<file path="src/rtl/la_pkg.sv">
// Shared types and default sizing for the logic-analyzer capture core.
package la_pkg;

  localparam int LA_DATA_W_DEF = 8;
  localparam int LA_DEPTH_DEF  = 256;

  typedef enum logic [1:0] {
    IDLE = 2'd0,
    ARM  = 2'd1,
    POST = 2'd2,
    READ = 2'd3
  } la_state_e;

endpackage

</file>
<file path="src/rtl/la_capture_core_if.sv">
// Readout stream (valid/ready) from the capture core to the readout logic.
interface la_capture_core_if #(
  parameter int DATA_W = 8
) ();

  logic [DATA_W-1:0] rd_data_o;
  logic              rd_valid_o;
  logic              rd_last_o;
  logic              rd_ready_i;

  // Capture core drives the sample stream.
  modport master (
    output rd_data_o,
    output rd_valid_o,
    output rd_last_o,
    input  rd_ready_i
  );

  // Readout logic consumes it.
  modport slave (
    input  rd_data_o,
    input  rd_valid_o,
    input  rd_last_o,
    output rd_ready_i
  );

endinterface

</file>
<file path="src/rtl/la_sdp_ram.sv">
// Simple dual-port sample buffer: one write port, one registered read port.
// The array carries no reset so it maps onto block RAM.
module la_sdp_ram #(
  parameter int DATA_W = 8,
  parameter int DEPTH  = 256,
  parameter int ADDR_W = $clog2(DEPTH)
) (
  input  logic              clk,
  input  logic              we,
  input  logic [ADDR_W-1:0] waddr,
  input  logic [DATA_W-1:0] wdata,
  input  logic              re,
  input  logic [ADDR_W-1:0] raddr,
  output logic [DATA_W-1:0] rdata
);

  logic [DATA_W-1:0] mem [DEPTH];
  logic [DATA_W-1:0] rdata_reg;

  // Write port.
  always_ff @(posedge clk) begin
    if (we) mem[waddr] <= wdata;
  end

  // Registered read; output holds while re is low.
  always_ff @(posedge clk) begin
    if (re) rdata_reg <= mem[raddr];
  end

  assign rdata = rdata_reg;

endmodule

</file>
<file path="src/rtl/la_capture_core.sv">
// Logic-analyzer capture core: circular sample buffer, masked-match trigger,
// programmable post-trigger count, oldest-first readout over valid/ready.
// Optional macro LA_EDGE_TRIG_EN adds trig_edge_i (match-entry trigger).
module la_capture_core
  import la_pkg::*;
#(
  parameter  int DATA_W = LA_DATA_W_DEF,
  parameter  int DEPTH  = LA_DEPTH_DEF,
  localparam int ADDR_W = $clog2(DEPTH)
) (
  input  logic              clk,
  input  logic              rst,
  input  logic              arm_i,
  input  logic              abort_i,
  input  logic [DATA_W-1:0] trig_mask_i,
  input  logic [DATA_W-1:0] trig_value_i,
  input  logic [ADDR_W-1:0] post_cnt_i,
  input  logic [DATA_W-1:0] data_i,
`ifdef LA_EDGE_TRIG_EN
  input  logic              trig_edge_i,
`endif
  output logic              busy_o,
  output logic              trig_o,
  output logic [ADDR_W-1:0] trig_addr_o,
  output logic              done_o,
  la_capture_core_if.master rd
);

  localparam logic [ADDR_W:0] FILL_FULL = (ADDR_W+1)'(DEPTH);

  la_state_e         state_reg;
  logic [ADDR_W-1:0] wr_ptr_reg, rd_ptr_reg, trig_addr_reg, pcnt_reg, post_reg;
  logic [ADDR_W:0]   fill_reg, fetch_left_reg;
  logic [DATA_W-1:0] mask_reg, value_reg;
  logic              busy_reg, done_reg, trig_reg, rd_valid_reg, rd_last_reg;
  logic [DATA_W-1:0] ram_q;

  logic              writing, we, match, trig_hit, load, re, enter_read;
  logic [ADDR_W-1:0] wr_ptr_inc, rd_start;
  logic [ADDR_W:0]   fill_inc;

  assign match      = ((data_i ^ value_reg) & mask_reg) == '0;
  assign writing    = (state_reg == ARM) || (state_reg == POST);
  assign we         = writing && !abort_i && !rst;
  assign wr_ptr_inc = wr_ptr_reg + 1'b1;
  assign fill_inc   = (fill_reg == FILL_FULL) ? fill_reg : fill_reg + 1'b1;
  // Oldest sample of the window once the current write has landed.
  assign rd_start   = wr_ptr_inc - fill_inc[ADDR_W-1:0];

`ifdef LA_EDGE_TRIG_EN
  logic edge_reg, prev_match_reg, prev_valid_reg;
  assign trig_hit = match && (!edge_reg || (prev_valid_reg && !prev_match_reg));
`else
  assign trig_hit = match;
`endif

  assign enter_read = ((state_reg == ARM) && trig_hit && (post_reg == '0)) ||
                      ((state_reg == POST) && (pcnt_reg == ADDR_W'(1)));

  // Output slot frees up this cycle: either empty or being consumed.
  assign load = !rd_valid_reg || rd.rd_ready_i;
  assign re   = (state_reg == READ) && load && (fetch_left_reg != '0) && !abort_i;

  la_sdp_ram #(
    .DATA_W (DATA_W),
    .DEPTH  (DEPTH),
    .ADDR_W (ADDR_W)
  ) u_ram (
    .clk   (clk),
    .we    (we),
    .waddr (wr_ptr_reg),
    .wdata (data_i),
    .re    (re),
    .raddr (rd_ptr_reg),
    .rdata (ram_q)
  );

  // Capture/readout FSM with registered status outputs.
  always_ff @(posedge clk) begin
    if (rst) begin
      state_reg      <= IDLE;
      wr_ptr_reg     <= '0;
      rd_ptr_reg     <= '0;
      trig_addr_reg  <= '0;
      pcnt_reg       <= '0;
      post_reg       <= '0;
      fill_reg       <= '0;
      fetch_left_reg <= '0;
      mask_reg       <= '0;
      value_reg      <= '0;
      busy_reg       <= 1'b0;
      done_reg       <= 1'b0;
      trig_reg       <= 1'b0;
      rd_valid_reg   <= 1'b0;
      rd_last_reg    <= 1'b0;
`ifdef LA_EDGE_TRIG_EN
      edge_reg       <= 1'b0;
      prev_match_reg <= 1'b0;
      prev_valid_reg <= 1'b0;
`endif
    end else if (abort_i) begin
      state_reg    <= IDLE;
      busy_reg     <= 1'b0;
      done_reg     <= 1'b0;
      trig_reg     <= 1'b0;
      rd_valid_reg <= 1'b0;
      rd_last_reg  <= 1'b0;
    end else begin
      trig_reg <= 1'b0;
      case (state_reg)
        IDLE: begin
          if (arm_i) begin
            mask_reg  <= trig_mask_i;
            value_reg <= trig_value_i;
            post_reg  <= post_cnt_i;
            fill_reg  <= '0;
            busy_reg  <= 1'b1;
            state_reg <= ARM;
`ifdef LA_EDGE_TRIG_EN
            edge_reg       <= trig_edge_i;
            prev_valid_reg <= 1'b0;
`endif
          end
        end
        ARM: begin
          wr_ptr_reg <= wr_ptr_inc;
          fill_reg   <= fill_inc;
          if (trig_hit) begin
            trig_reg      <= 1'b1;
            trig_addr_reg <= wr_ptr_reg;
            pcnt_reg      <= post_reg;
            if (post_reg != '0) state_reg <= POST;
          end
        end
        POST: begin
          wr_ptr_reg <= wr_ptr_inc;
          fill_reg   <= fill_inc;
          pcnt_reg   <= pcnt_reg - 1'b1;
        end
        READ: begin
          if (load) begin
            if (fetch_left_reg != '0) begin
              rd_ptr_reg     <= rd_ptr_reg + 1'b1;
              fetch_left_reg <= fetch_left_reg - 1'b1;
              rd_valid_reg   <= 1'b1;
              rd_last_reg    <= (fetch_left_reg == (ADDR_W+1)'(1));
            end else begin
              // Final sample was just accepted.
              state_reg    <= IDLE;
              busy_reg     <= 1'b0;
              done_reg     <= 1'b0;
              rd_valid_reg <= 1'b0;
              rd_last_reg  <= 1'b0;
            end
          end
        end
        default: state_reg <= IDLE;
      endcase
`ifdef LA_EDGE_TRIG_EN
      if (writing) begin
        prev_match_reg <= match;
        prev_valid_reg <= 1'b1;
      end
`endif
      if (enter_read) begin
        state_reg      <= READ;
        done_reg       <= 1'b1;
        rd_ptr_reg     <= rd_start;
        fetch_left_reg <= fill_inc;
      end
    end
  end

  assign busy_o        = busy_reg;
  assign done_o        = done_reg;
  assign trig_o        = trig_reg;
  assign trig_addr_o   = trig_addr_reg;
  assign rd.rd_valid_o = rd_valid_reg;
  assign rd.rd_last_o  = rd_last_reg;
  assign rd.rd_data_o  = rd_valid_reg ? ram_q : '0;

endmodule

</file>
<file path="src/flat_wrapper.sv">
// flat-port wrapper written by rule: the top's interface ports become plain ports
module la_capture_core_flat import la_pkg::*;
#(
  parameter  int DATA_W = LA_DATA_W_DEF,
  parameter  int DEPTH  = LA_DEPTH_DEF,
  localparam int ADDR_W = $clog2(DEPTH)
)
  (clk, rst, arm_i, abort_i, trig_mask_i, trig_value_i, post_cnt_i, data_i, busy_o, trig_o, trig_addr_o, done_o, rd_rd_data_o, rd_rd_valid_o, rd_rd_last_o, rd_rd_ready_i);
  la_capture_core_if #(.DATA_W(DATA_W)) rd_i ();
  input  logic clk;
  input  logic rst;
  input  logic arm_i;
  input  logic abort_i;
  input  logic [DATA_W-1:0] trig_mask_i;
  input  logic [DATA_W-1:0] trig_value_i;
  input  logic [ADDR_W-1:0] post_cnt_i;
  input  logic [DATA_W-1:0] data_i;
  output logic busy_o;
  output logic trig_o;
  output logic [ADDR_W-1:0] trig_addr_o;
  output logic done_o;
  output wire logic [$bits(rd_i.rd_data_o)-1:0] rd_rd_data_o;
  output wire logic [$bits(rd_i.rd_valid_o)-1:0] rd_rd_valid_o;
  output wire logic [$bits(rd_i.rd_last_o)-1:0] rd_rd_last_o;
  input wire logic [$bits(rd_i.rd_ready_i)-1:0] rd_rd_ready_i;
  assign rd_rd_data_o = rd_i.rd_data_o;
  assign rd_rd_valid_o = rd_i.rd_valid_o;
  assign rd_rd_last_o = rd_i.rd_last_o;
  assign rd_i.rd_ready_i = rd_rd_ready_i;
  la_capture_core #(.DATA_W(DATA_W), .DEPTH(DEPTH)) u_core (.clk(clk), .rst(rst), .arm_i(arm_i), .abort_i(abort_i), .trig_mask_i(trig_mask_i), .trig_value_i(trig_value_i), .post_cnt_i(post_cnt_i), .data_i(data_i), .busy_o(busy_o), .trig_o(trig_o), .trig_addr_o(trig_addr_o), .done_o(done_o), .rd(rd_i));
endmodule
</file>
<file path="config.mk">
export PLATFORM = sky130hd
export DESIGN_NAME = la_capture_core_flat
export DESIGN_NICKNAME = d
export VERILOG_FILES = /design/src/rtl/la_pkg.sv /design/src/rtl/la_capture_core_if.sv /design/src/rtl/la_sdp_ram.sv /design/src/rtl/la_capture_core.sv /design/src/flat_wrapper.sv
export SDC_FILE = /design/constraint.sdc
export NUM_CORES = 2
export LEC_CHECK = 0
export CAP_MARGIN = 20
export CORE_MARGIN = 2
export CORE_UTILIZATION = 30
export CTS_CLUSTER_DIAMETER = 60
export CTS_CLUSTER_SIZE = 20
export DETAILED_ROUTE_END_ITERATION = 10
export PLACE_DENSITY = 0.54
export SLEW_MARGIN = 20
export SYNTH_ARGS = -nofsm -noshare
export SYNTH_HDL_FRONTEND = slang
export SYNTH_SLANG_ARGS = --single-unit
export TNS_END_PERCENT = 100
</file>
<file path="constraint.sdc">
create_clock -name clk -period 3.2 [get_ports clk]
set_input_delay 0.64 -clock clk [delete_from_list [all_inputs] [get_ports clk]]
set_output_delay 0.64 -clock clk [all_outputs]
set_load 0.005 [all_outputs]
</file>
==> impl_metrics.tcl <==
set metrics [dict create \
    period_needed_ns 3.164 \
    ys_seq_elements 2137 \
    min_period_over_period 0.9888 \
    ant_nets 0 \
    worst_slew_pin_slew_ns 1.303 \
    grt_pass1_wl_um 349500 \
    cts_tree "done" \
    rows 194 \
    drc 2 \
    fin_setup_tns_ns 0 \
    synthToLayoutAreaGrowth_pct 18.65 \
    synth_fp_nets 4306 \
    holdWs_ns 0.04927 \
    outcome "complete, but fails checks" \
    final_common_cell "edfxtp_1" \
    setup_violations 0 \
    firstDrtPassIters 8 \
    max_slew_margin 0.1312 \
    violations "DRC" \
    drt_iter0_markers 5701 \
    start_util 0.3016 \
    clock_latency_ns 0.87 \
    ir_drop_uv 369.8 \
    ys_seq_area_frac 0.7519 \
    antenna_found_initial 22 \
    hold_buffers 0 \
    total_power_mw 53.67 \
    avgRoutedWirePerCell_um 28.42 \
    die_y_um 534.0 \
    hold_path_class "in2reg" \
    grt_max_degree 190 \
    drv_cap 0 \
    ioPinCount 58 \
    layout_setup_ws_ns 0.03579 \
    synth-edff-count 2056 \
    die_x_um 534.0 \
    clock_skew_ns 0.05485 \
    r2r_cells 8 \
    die_area_mm2 0.2851 \
    synth_cells 4246 \
    crit_path_end_kind "register" \
    cts_buffer_depth 3 \
    largest_register_ffs 2048 \
    gr-total-overflow 0 \
    cp_data_arrival_time_ns 3.79 \
    synth_flop_cell "edfxtp_1" \
    async_flop_share 0 \
    cts-buffers-inserted 157 \
    crit_type "reg2reg" \
    clkSinkCount 2137 \
    slowest_delay_ns 0.53 \
    cp_common_cell "mux4_2" \
    cp_max_fo 22 \
    grt_pass1_vias 44642 \
    cp.required_ns 3.83 \
    hold_violations 0 \
    syn_area_mm2 0.08426 \
    vias 45118 \
    final_cell_mix "edfxtp_1 (2056), buf_4 (629), mux4_2 (507)" \
    coreArea_mm2 0.2794 \
    fmax_mhz 316.0 \
    gp_congestion 0.8676 \
    slowest_stage "mux4_2" \
    final-max-slew-violation-count 0 \
    path_cells "buf_12, buf_16, buf_4, mux4_2, mux4_2, o22ai_2, a22oi_1, o221a_1" \
    yosysWarnings 0 \
    drive_above_1_share 0.3092 \
    total_leakage_power_nw 31.18 \
    hpwl_um 162400 \
    grt_util_all_layers 0.1716 \
    cts_root_buf "clkbuf_16" \
    crit_path_start_kind "register" \
    power_density_mw_per_mm2 536.8 \
    fin_nets 4982 \
    place_ws_ns -0.4702 \
    hold_depth 1 \
    clk_pin_slew_worst_paths_ns 0.09 \
    htree_levels 4 \
    portBuffers 57 \
    yosysUniqueCellTypes 80 \
    wl_um 249300 \
    vias_per_cell 5.144 \
    syn_avg_cell_area_um2 19.85 \
]
-- path summary, 6_finish.rpt --
kind	slack [ns]	startpoint	to
worst max register to register	0.04	u_core.rd_ptr_reg[0]$_SDFFE_PP0P_	u_core.u_ram.rdata[2]$_DFFE_PP_
worst max-delay path	0.04	u_core.rd_ptr_reg[0]$_SDFFE_PP0P_	u_core.u_ram.rdata[2]$_DFFE_PP_
worst min-delay path	0.05	data_i[6]	u_core.u_ram.mem[136][6]$_DFFE_PP_
worst min register to register	0.47	u_core.mask_reg[1]$_SDFFE_PP0P_	u_core.mask_reg[1]$_SDFFE_PP0P_
-- layout make-up --
class / instances / area [µm²]
clock inverter: 112 / 1270
inverter: 30 / 120.1
clock buffer: 164 / 3955
sequential: 2137 / 63380
fill: 25671 / 179400
timing repair buffer: 761 / 6863
tap: 3724 / 4659
multi-input combinational: 1835 / 19710
antenna: 8 / 20.02
-- logic make-up after synthesis --
family	share of synthesized area
AO/OA/AOI/OAI	0.03203
AND/OR/NAND/NOR	0.03498
buffers and inverters	0.01763
XOR/XNOR	0.003638
multiplexers	0.1562
adder cells (fa/ha/maj)	0.003623
flip-flops	0.7519
-- critical path: cells and delay by family (launching register included) --
family | cells | cell delay, ns
compound gates | 3 | 0.79
flops | 1 | 0.40
buf+inv | 3 | 0.66
mux | 2 | 1.04
-- report_power, final --
part	leakage, nW	internal, mW	total [mW]	switching, mW
clock	2.54	9.97	20.7	10.7
sequential	19.1	30.6	30.7	0.0406
combinational	9.51	0.908	2.33	1.42
-- repair_timing --
action,CTS,global route
pin swaps,0,4
setup buffers,0,4
gates resized for setup,25,35
setup endpoints to repair,7,11
cloned,1,1
-- synthesized netlist by cell type, drive strengths merged (4+ instances only) --
library cell / instances / area, µm²
nand4: 5 / 31.28
a221oi: 37 / 324.1
xnor2: 18 / 157.7
o21a: 5 / 37.54
buf: 121 / 910.9
a211oi: 15 / 112.6
dfxtp: 81 / 1622
o21ai: 69 / 345.3
nand3: 38 / 195.2
xor2: 17 / 148.9
nand2b: 8 / 50.05
edfxtp: 2056 / 61740
a21oi: 119 / 595.6
mux2: 6 / 67.56
nand2: 179 / 671.9
nor2: 346 / 1299
a311oi: 6 / 52.55
or3: 12 / 75.07
a31oi: 12 / 75.07
o311ai: 4 / 35.04
o31ai: 7 / 52.55
and2: 18 / 112.6
a22o: 4 / 35.03
a22oi: 41 / 307.8
and3: 12 / 75.07
a2111oi: 6 / 53.80
ha: 22 / 275.3
o221ai: 17 / 148.9
nor2b: 18 / 112.6
mux4: 509 / 11470
o22ai: 38 / 237.7
clkbuf: 123 / 461.7
inv: 27 / 101.3
nor3: 23 / 120.1
mux2i: 162 / 1622
a211o: 5 / 43.79
nor4: 9 / 62.56
o211ai: 9 / 67.56
-- stage by stage --
| stage | std cells | util | area (µm²) |
|---|---|---|---|
| 2_1_floorplan | 4246 | - | 84260 |
| 3_3_place_gp | 8482 | 0.3378 | 94360 |
| 3_5_place_dp | 8482 | 0.3378 | 94360 |
| 4_1_cts | 8758 | 0.3570 | 99730 |
| 5_1_grt | 8764 | 0.3578 | 99960 |
| 6_report | 8771 | 0.3578 | 99980 |
-- routing by layer --
| layer | track usage | vias to the layer above | wire length [µm] |
|---|---|---|---|
| li1 | - | 18737 | - |
| met1 | 0.2464 | 24190 | 107900 |
| met2 | 0.2694 | 1878 | 116400 |
| met3 | 0.02863 | 313 | 18580 |
| met4 | 0.04628 | 0 | 6343 |
| met5 | 0 | - | 0 |
Power figures use the tool's default switching activity.
